`config.mk`:
```
export PLATFORM = sky130hd
export DESIGN_NAME = axis_pattern_gen_multi
export DESIGN_NICKNAME = d
export VERILOG_FILES = /design/src/rtl/axis_pattern_gen_multi.sv
export SDC_FILE = /design/constraint.sdc
export NUM_CORES = 1
export LEC_CHECK = 0
export ABC_AREA = 1
export CORE_MARGIN = 3
export CORE_UTILIZATION = 25
export CTS_CLUSTER_SIZE = 24
export DETAILED_ROUTE_END_ITERATION = 10
export GPL_TIMING_DRIVEN = 0
export PLACE_DENSITY = 0.5
export RECOVER_POWER = 50
export SYNTH_ARGS = -nofsm -noshare
export SYNTH_HDL_FRONTEND = slang
export SYNTH_SLANG_ARGS = --single-unit
```
`constraint.sdc`:
```
create_clock -name m_axis_aclk -period 2.5 [get_ports m_axis_aclk]
set_input_delay 0.375 -clock m_axis_aclk [delete_from_list [all_inputs] [get_ports m_axis_aclk]]
set_output_delay 0.375 -clock m_axis_aclk [all_outputs]
set_load 0.02 [all_outputs]
```
`src/rtl/axis_pattern_gen_multi.sv`:
```
// AXI4-Stream test-pattern master: paced ticks, selectable pattern (counter, PRBS15,
// walking-one, constant), TLAST packetisation, bounded backlog and overflow counting.
module axis_pattern_gen_multi #(
  parameter int unsigned              TDATA_WIDTH   = 32,
  parameter logic [TDATA_WIDTH-1:0]   COUNTER_START = '0,
  parameter logic [TDATA_WIDTH-1:0]   COUNTER_END   = TDATA_WIDTH'(255),
  parameter logic [TDATA_WIDTH-1:0]   COUNTER_INCR  = TDATA_WIDTH'(1),
  parameter int unsigned              DIVIDER       = 5,
  parameter int unsigned              PACKET_LEN    = 16,
  parameter int unsigned              MAX_BACKLOG   = 4,
  parameter logic [14:0]              PRBS_SEED     = 15'h7FFF,
  parameter logic [31:0]              CONST_PATTERN = 32'hA5A5A5A5
) (
  input  logic                   m_axis_aclk,
  input  logic                   m_axis_areset,
  input  logic                   enable,
  input  logic [1:0]             mode,
  input  logic                   m_axis_tready,
  output logic [TDATA_WIDTH-1:0] m_axis_tdata,
  output logic                   m_axis_tvalid,
  output logic                   m_axis_tlast,
  output logic [15:0]            overflow_count,
  output logic [1:0]             active_mode
);

  localparam int unsigned W      = TDATA_WIDTH;
  localparam int unsigned DIV_W  = (DIVIDER > 1) ? $clog2(DIVIDER) : 1;
  localparam int unsigned BEAT_W = (PACKET_LEN > 1) ? $clog2(PACKET_LEN) : 1;
  localparam int unsigned CRED_W = $clog2(MAX_BACKLOG + 1);

  localparam logic [DIV_W-1:0]  DIV_LAST  = DIV_W'(DIVIDER - 1);
  localparam logic [BEAT_W-1:0] BEAT_LAST = BEAT_W'(PACKET_LEN - 1);
  localparam logic [CRED_W-1:0] CRED_MAX  = CRED_W'(MAX_BACKLOG);

  localparam logic [W-1:0]    SPAN      = W'(COUNTER_END - COUNTER_START + 1);
  localparam logic [W-1:0]    WRAP_AT   = COUNTER_END - COUNTER_INCR;
  localparam logic [W-1:0]    PRBS_INIT = {{(W-15){1'b0}}, PRBS_SEED};
  localparam logic [W+31:0]   CONST_EXT = {{W{1'b0}}, CONST_PATTERN};
  localparam logic [W-1:0]    CONST_W   = CONST_EXT[W-1:0];
  localparam logic [W-1:0]    ONE_W     = W'(1);

  function automatic logic [W-1:0] seed_of(input logic [1:0] m);
    case (m)
      2'd0:    seed_of = COUNTER_START;
      2'd1:    seed_of = PRBS_INIT;
      2'd2:    seed_of = ONE_W;
      default: seed_of = CONST_W;
    endcase
  endfunction

  // Counter wrap keeps the value inside [COUNTER_START, COUNTER_END] for any step size.
  function automatic logic [W-1:0] next_of(input logic [1:0] m, input logic [W-1:0] cur);
    case (m)
      2'd0:    next_of = (cur > WRAP_AT) ? cur + COUNTER_INCR - SPAN : cur + COUNTER_INCR;
      2'd1:    next_of = {{(W-15){1'b0}}, cur[13:0], cur[14] ^ cur[13]};
      2'd2:    next_of = {cur[W-2:0], cur[W-1]};
      default: next_of = CONST_W;
    endcase
  endfunction

  function automatic logic [15:0] sat_inc16(input logic [15:0] x);
    sat_inc16 = (x == 16'hFFFF) ? x : x + 16'd1;
  endfunction

  logic [DIV_W-1:0]  divctr;
  logic [CRED_W-1:0] credits;
  logic [BEAT_W-1:0] beat;
  logic              tick;
  logic              hs;

  assign m_axis_tvalid = (credits != '0);
  assign m_axis_tlast  = (beat == BEAT_LAST);

  always_comb begin
    tick = enable && (divctr == DIV_LAST);
    hs   = m_axis_tvalid && m_axis_tready;
  end

  always_ff @(posedge m_axis_aclk) begin
    if (m_axis_areset) begin
      divctr         <= '0;
      credits        <= '0;
      beat           <= '0;
      overflow_count <= '0;
      active_mode    <= mode;
      m_axis_tdata   <= seed_of(mode);
    end else begin
      if (enable)
        divctr <= tick ? '0 : divctr + 1'b1;

      // A tick arriving with a full backlog and no drain is dropped and counted.
      if (tick && !hs) begin
        if (credits == CRED_MAX)
          overflow_count <= sat_inc16(overflow_count);
        else
          credits <= credits + 1'b1;
      end else if (hs && !tick) begin
        credits <= credits - 1'b1;
      end

      if (hs) begin
        beat <= m_axis_tlast ? '0 : beat + 1'b1;
        if (m_axis_tlast && (mode != active_mode)) begin
          active_mode  <= mode;
          m_axis_tdata <= seed_of(mode);
        end else begin
          m_axis_tdata <= next_of(active_mode, m_axis_tdata);
        end
      end
    end
  end

endmodule
```
==> flow_summary.toml <==
[run_status]
outcome = "complete, no violations"

[clock_tree]
insertion_delay_ns = 0.34
max-clock-path-buffers = 2
cts-hold-fix-buffers = 0
root_buffer = "sky130_fd_sc_hd__clkbuf_16"
num_cts_buffers = 9
worst_setup_hold_path_clk_slew_ns = 0.06
htree_num_levels = 3
tritoncts_num_sinks = 60
cts_tree = "built"

[setup_path]
crit_type = "in2reg"
crit-reg2reg-capture = "m_axis_tdata[25]"
crit_path_start_kind = "input port"
crit-reg2reg-launch = "m_axis_tdata[13]"
critical_path_peak_fanout = 10
r2r_slack_ns = 0.09
worst-endpoint-arrival_ns = 2.49
reg2reg_depth = 15
endpoint = "m_axis_tdata[21]"
required_ns = 2.56
critical_path.startpoint = "mode[0]"
setup.worst_path.end_class = "register"

[timing]
worst_path_setup_slack_after_routing_ns = 0.0730
final_min_period_over_clock_period = 0.971
report.final.setup_viol = 0
clock-skew-final_ns = 0.00773
rsz0062_at_grt = "true"
timing.final.hold_violations = 0
fmax_mhz = 412
final-max-slew-violation-count = 0
tightest_slew_ns = 0.839
worst_slew_margin_rel = 0.439
period_needed_ns = 2.43

[finish]
fillers = 2089
finish.cell_count_without_fillers = 1137
antenna_cells_inserted = 0
fin_nets = 887
multiInputGateArea_mm2 = 0.00331
synth_to_final_area_change_pct = 41.1
post_route_cells_drive_above_1_share = 0.251
layout.area.seq_mm2 = 0.00154

[die]
fp.dieArea_mm2 = 0.0214
fp.dieH_um = 146
fp-row-count = 50
top_level_i_o_count = 58
die_x_um = 146
floorplan.core_area_mm2 = 0.0190
floorplan.initialDensity = 0.258

[route]
drt_first_pass_iters = 5
detail_route.drc_violations = 0
total_number_of_vias = 5405
wl_per_instance_um = 15.4
postRouteWirelength_mm = 17.5
ant_nets = 0
vias_per_cell = 4.75
initial_detailed_routing_violation_count = 415

[yosys]
synth_enable_flop_cells = 34
ys.flop_type = "sky130_fd_sc_hd__edfxtp_1"
synth_top_area_cell = "sky130_fd_sc_hd__edfxtp_1"
synthTopCellsByArea = "sky130_fd_sc_hd__edfxtp_1, sky130_fd_sc_hd__nand2_1, sky130_fd_sc_hd__dfxtp_1, sky130_fd_sc_hd__nor2_1, sky130_fd_sc_hd__inv_1"
cells_after_synth = 751
synthDistinctLibCells = 44
synth_nets = 766
synth.ff_latch_count = 60
netlist.area_leader.share = 0.208
synth_area_mm2 = 0.00491
synth_seq_area_share = 0.314
synth_warnings = 0
post_synth.cell_area_avg_um2 = 6.54
async_reset_ff_frac = 0

[global_route]
grt.overflow.total = 0
grt_max_degree = 34
first_global_vias = 4937
antenna_found_initial = 0
global_route.usage.total = 0.158
grt_pass1_wl_mm = 26.7

[power_and_ir_drop]
leakagePower_nw = 2.69
pwr_density_cell_mw_per_mm2 = 702
worst_ir_drop_vdd_mv = 0.418

[placed_design]
place_hpwl_mm = 12.8
post-place-cells = 1068
port_buffers = 57
dp_worst_setup_slack_ns = -0.719
gp_congestion = 0.921

[hold_path]
hold_path_class = "reg2reg"

[job]
timing.max_cap.violations = 0
[how the worst min path moves through the flow]
stage / start / cells past startpoint / end / slack (ns)
global route: overflow_count[14] / 2 / overflow_count[14] / 0.51
floorplan: m_axis_areset / 1 / overflow_count[13] / 0.45
global placement: beat[2] / 2 / beat[2] / 0.48
finish: overflow_count[4] / 2 / overflow_count[4] / 0.49
detailed placement: overflow_count[14] / 2 / overflow_count[14] / 0.48
CTS: beat[2] / 2 / beat[2] / 0.49
[power by group]
group,switching (mW),internal (mW)
sequential,0.249,1.25
combinational,1.28,0.836
clock,0.487,0.761
[flip-flops by register name, indices dropped and copies added (netlist names)]
name,cells
credits,3
divctr,3
overflow_count,16
beat,4
active_mode,2
m_axis_tdata,32
[final cells by class]
| class | instances | share of cell area |
|---|---|---|
| multi-input combinational | 580 | 0.478 |
| clock buffer | 12 | 0.0387 |
| clock inverter | 4 | 0.00415 |
| timing repair buffer | 111 | 0.146 |
| tap | 260 | 0.0470 |
| sequential | 60 | 0.223 |
| inverter | 102 | 0.0571 |
| buffer | 8 | 0.00614 |
[Yosys cell counts (14+ instances only)]
cell and count:
sky130_fd_sc_hd__a21oi_1 51, sky130_fd_sc_hd__nor2_4 15, sky130_fd_sc_hd__nor2_1 101, sky130_fd_sc_hd__inv_1 89
sky130_fd_sc_hd__nor3_1 21, sky130_fd_sc_hd__nand3_1 57, sky130_fd_sc_hd__dfxtp_1 26, sky130_fd_sc_hd__edfxtp_1 34
sky130_fd_sc_hd__nand4_1 14, sky130_fd_sc_hd__nand2_2 18, sky130_fd_sc_hd__o21ai_0 34, sky130_fd_sc_hd__nand2_1 195
[routing by layer]
metal	up-vias	GRT usage	part of all wire
met3	17	0.0369	0.056
met2	150	0.247	0.45
li1	2717	-	-
met4	0	0.0484	0.017
met5	-	0	0
met1	2521	0.219	0.48
[kinds of logic after synthesis]
logic type | share of synthesized area
and+or+nand+nor | 0.434
buffers and inverters | 0.0869
AOI/OAI and AO/OA | 0.117
DFF | 0.314
xor gates and xnor gates | 0.0232
adders and majority gates | 0.0245
[worst max-delay path, cell delays in order]
cell	delay, ns
sky130_fd_sc_hd__dlygate4sd3_1	0.69
sky130_fd_sc_hd__or2_2	0.17
sky130_fd_sc_hd__a41oi_2	0.13
sky130_fd_sc_hd__nor2_4	0.16
sky130_fd_sc_hd__inv_1	0.11
sky130_fd_sc_hd__nor2_2	0.20
sky130_fd_sc_hd__inv_1	0.13
sky130_fd_sc_hd__clkbuf_4	0.24
sky130_fd_sc_hd__a21oi_1	0.19
sky130_fd_sc_hd__a21oi_2	0.08
[metrics by stage]
step	utilization	hold slack [ns]	area [um2]	TNS, ns	total power [mW]
after floorplan	-	0.451	4910	0	2.54
after global placement	0.305	0.480	5810	-20.80	3.18
after detailed placement	0.306	0.482	5810	-13.13	3.19
after CTS	0.332	0.494	6320	0	4.57
after global routing	0.364	0.512	6930	-0.650	5.13
final	0.364	0.490	6930	0	4.86
[repair_timing]
action	CTS	global route
endpoints found under the setup margin	25	34
setup buffers	16	38
endpoints found under the hold margin	0	0
pin swaps	14	35
gates resized for setup	21	91
cloned	0	0
[cells in the final DEF (no fill, tap or decap), drive strengths merged, types with 2 or more instances in the layout]
| cell type | n |
|---|---|
| ha | 8 |
| clkinv | 4 |
| nor3 | 22 |
| a21oi | 52 |
| o211ai | 2 |
| dlygate4sd3 | 20 |
| dfxtp | 26 |
| a22oi | 4 |
| clkdlybuf4s50 | 37 |
| o22ai | 3 |
| buf | 55 |
| nand4 | 14 |
| nand2 | 215 |
| edfxtp | 34 |
| o32ai | 2 |
| o21ai | 35 |
| nand3 | 62 |
| nor4 | 3 |
| nor3b | 2 |
| nor2 | 127 |
| nand3b | 4 |
| xor2 | 8 |
| inv | 101 |
| clkbuf | 19 |
| o221ai | 2 |
| or2 | 4 |
| xnor2 | 5 |
Power figures use the tool's default switching activity.
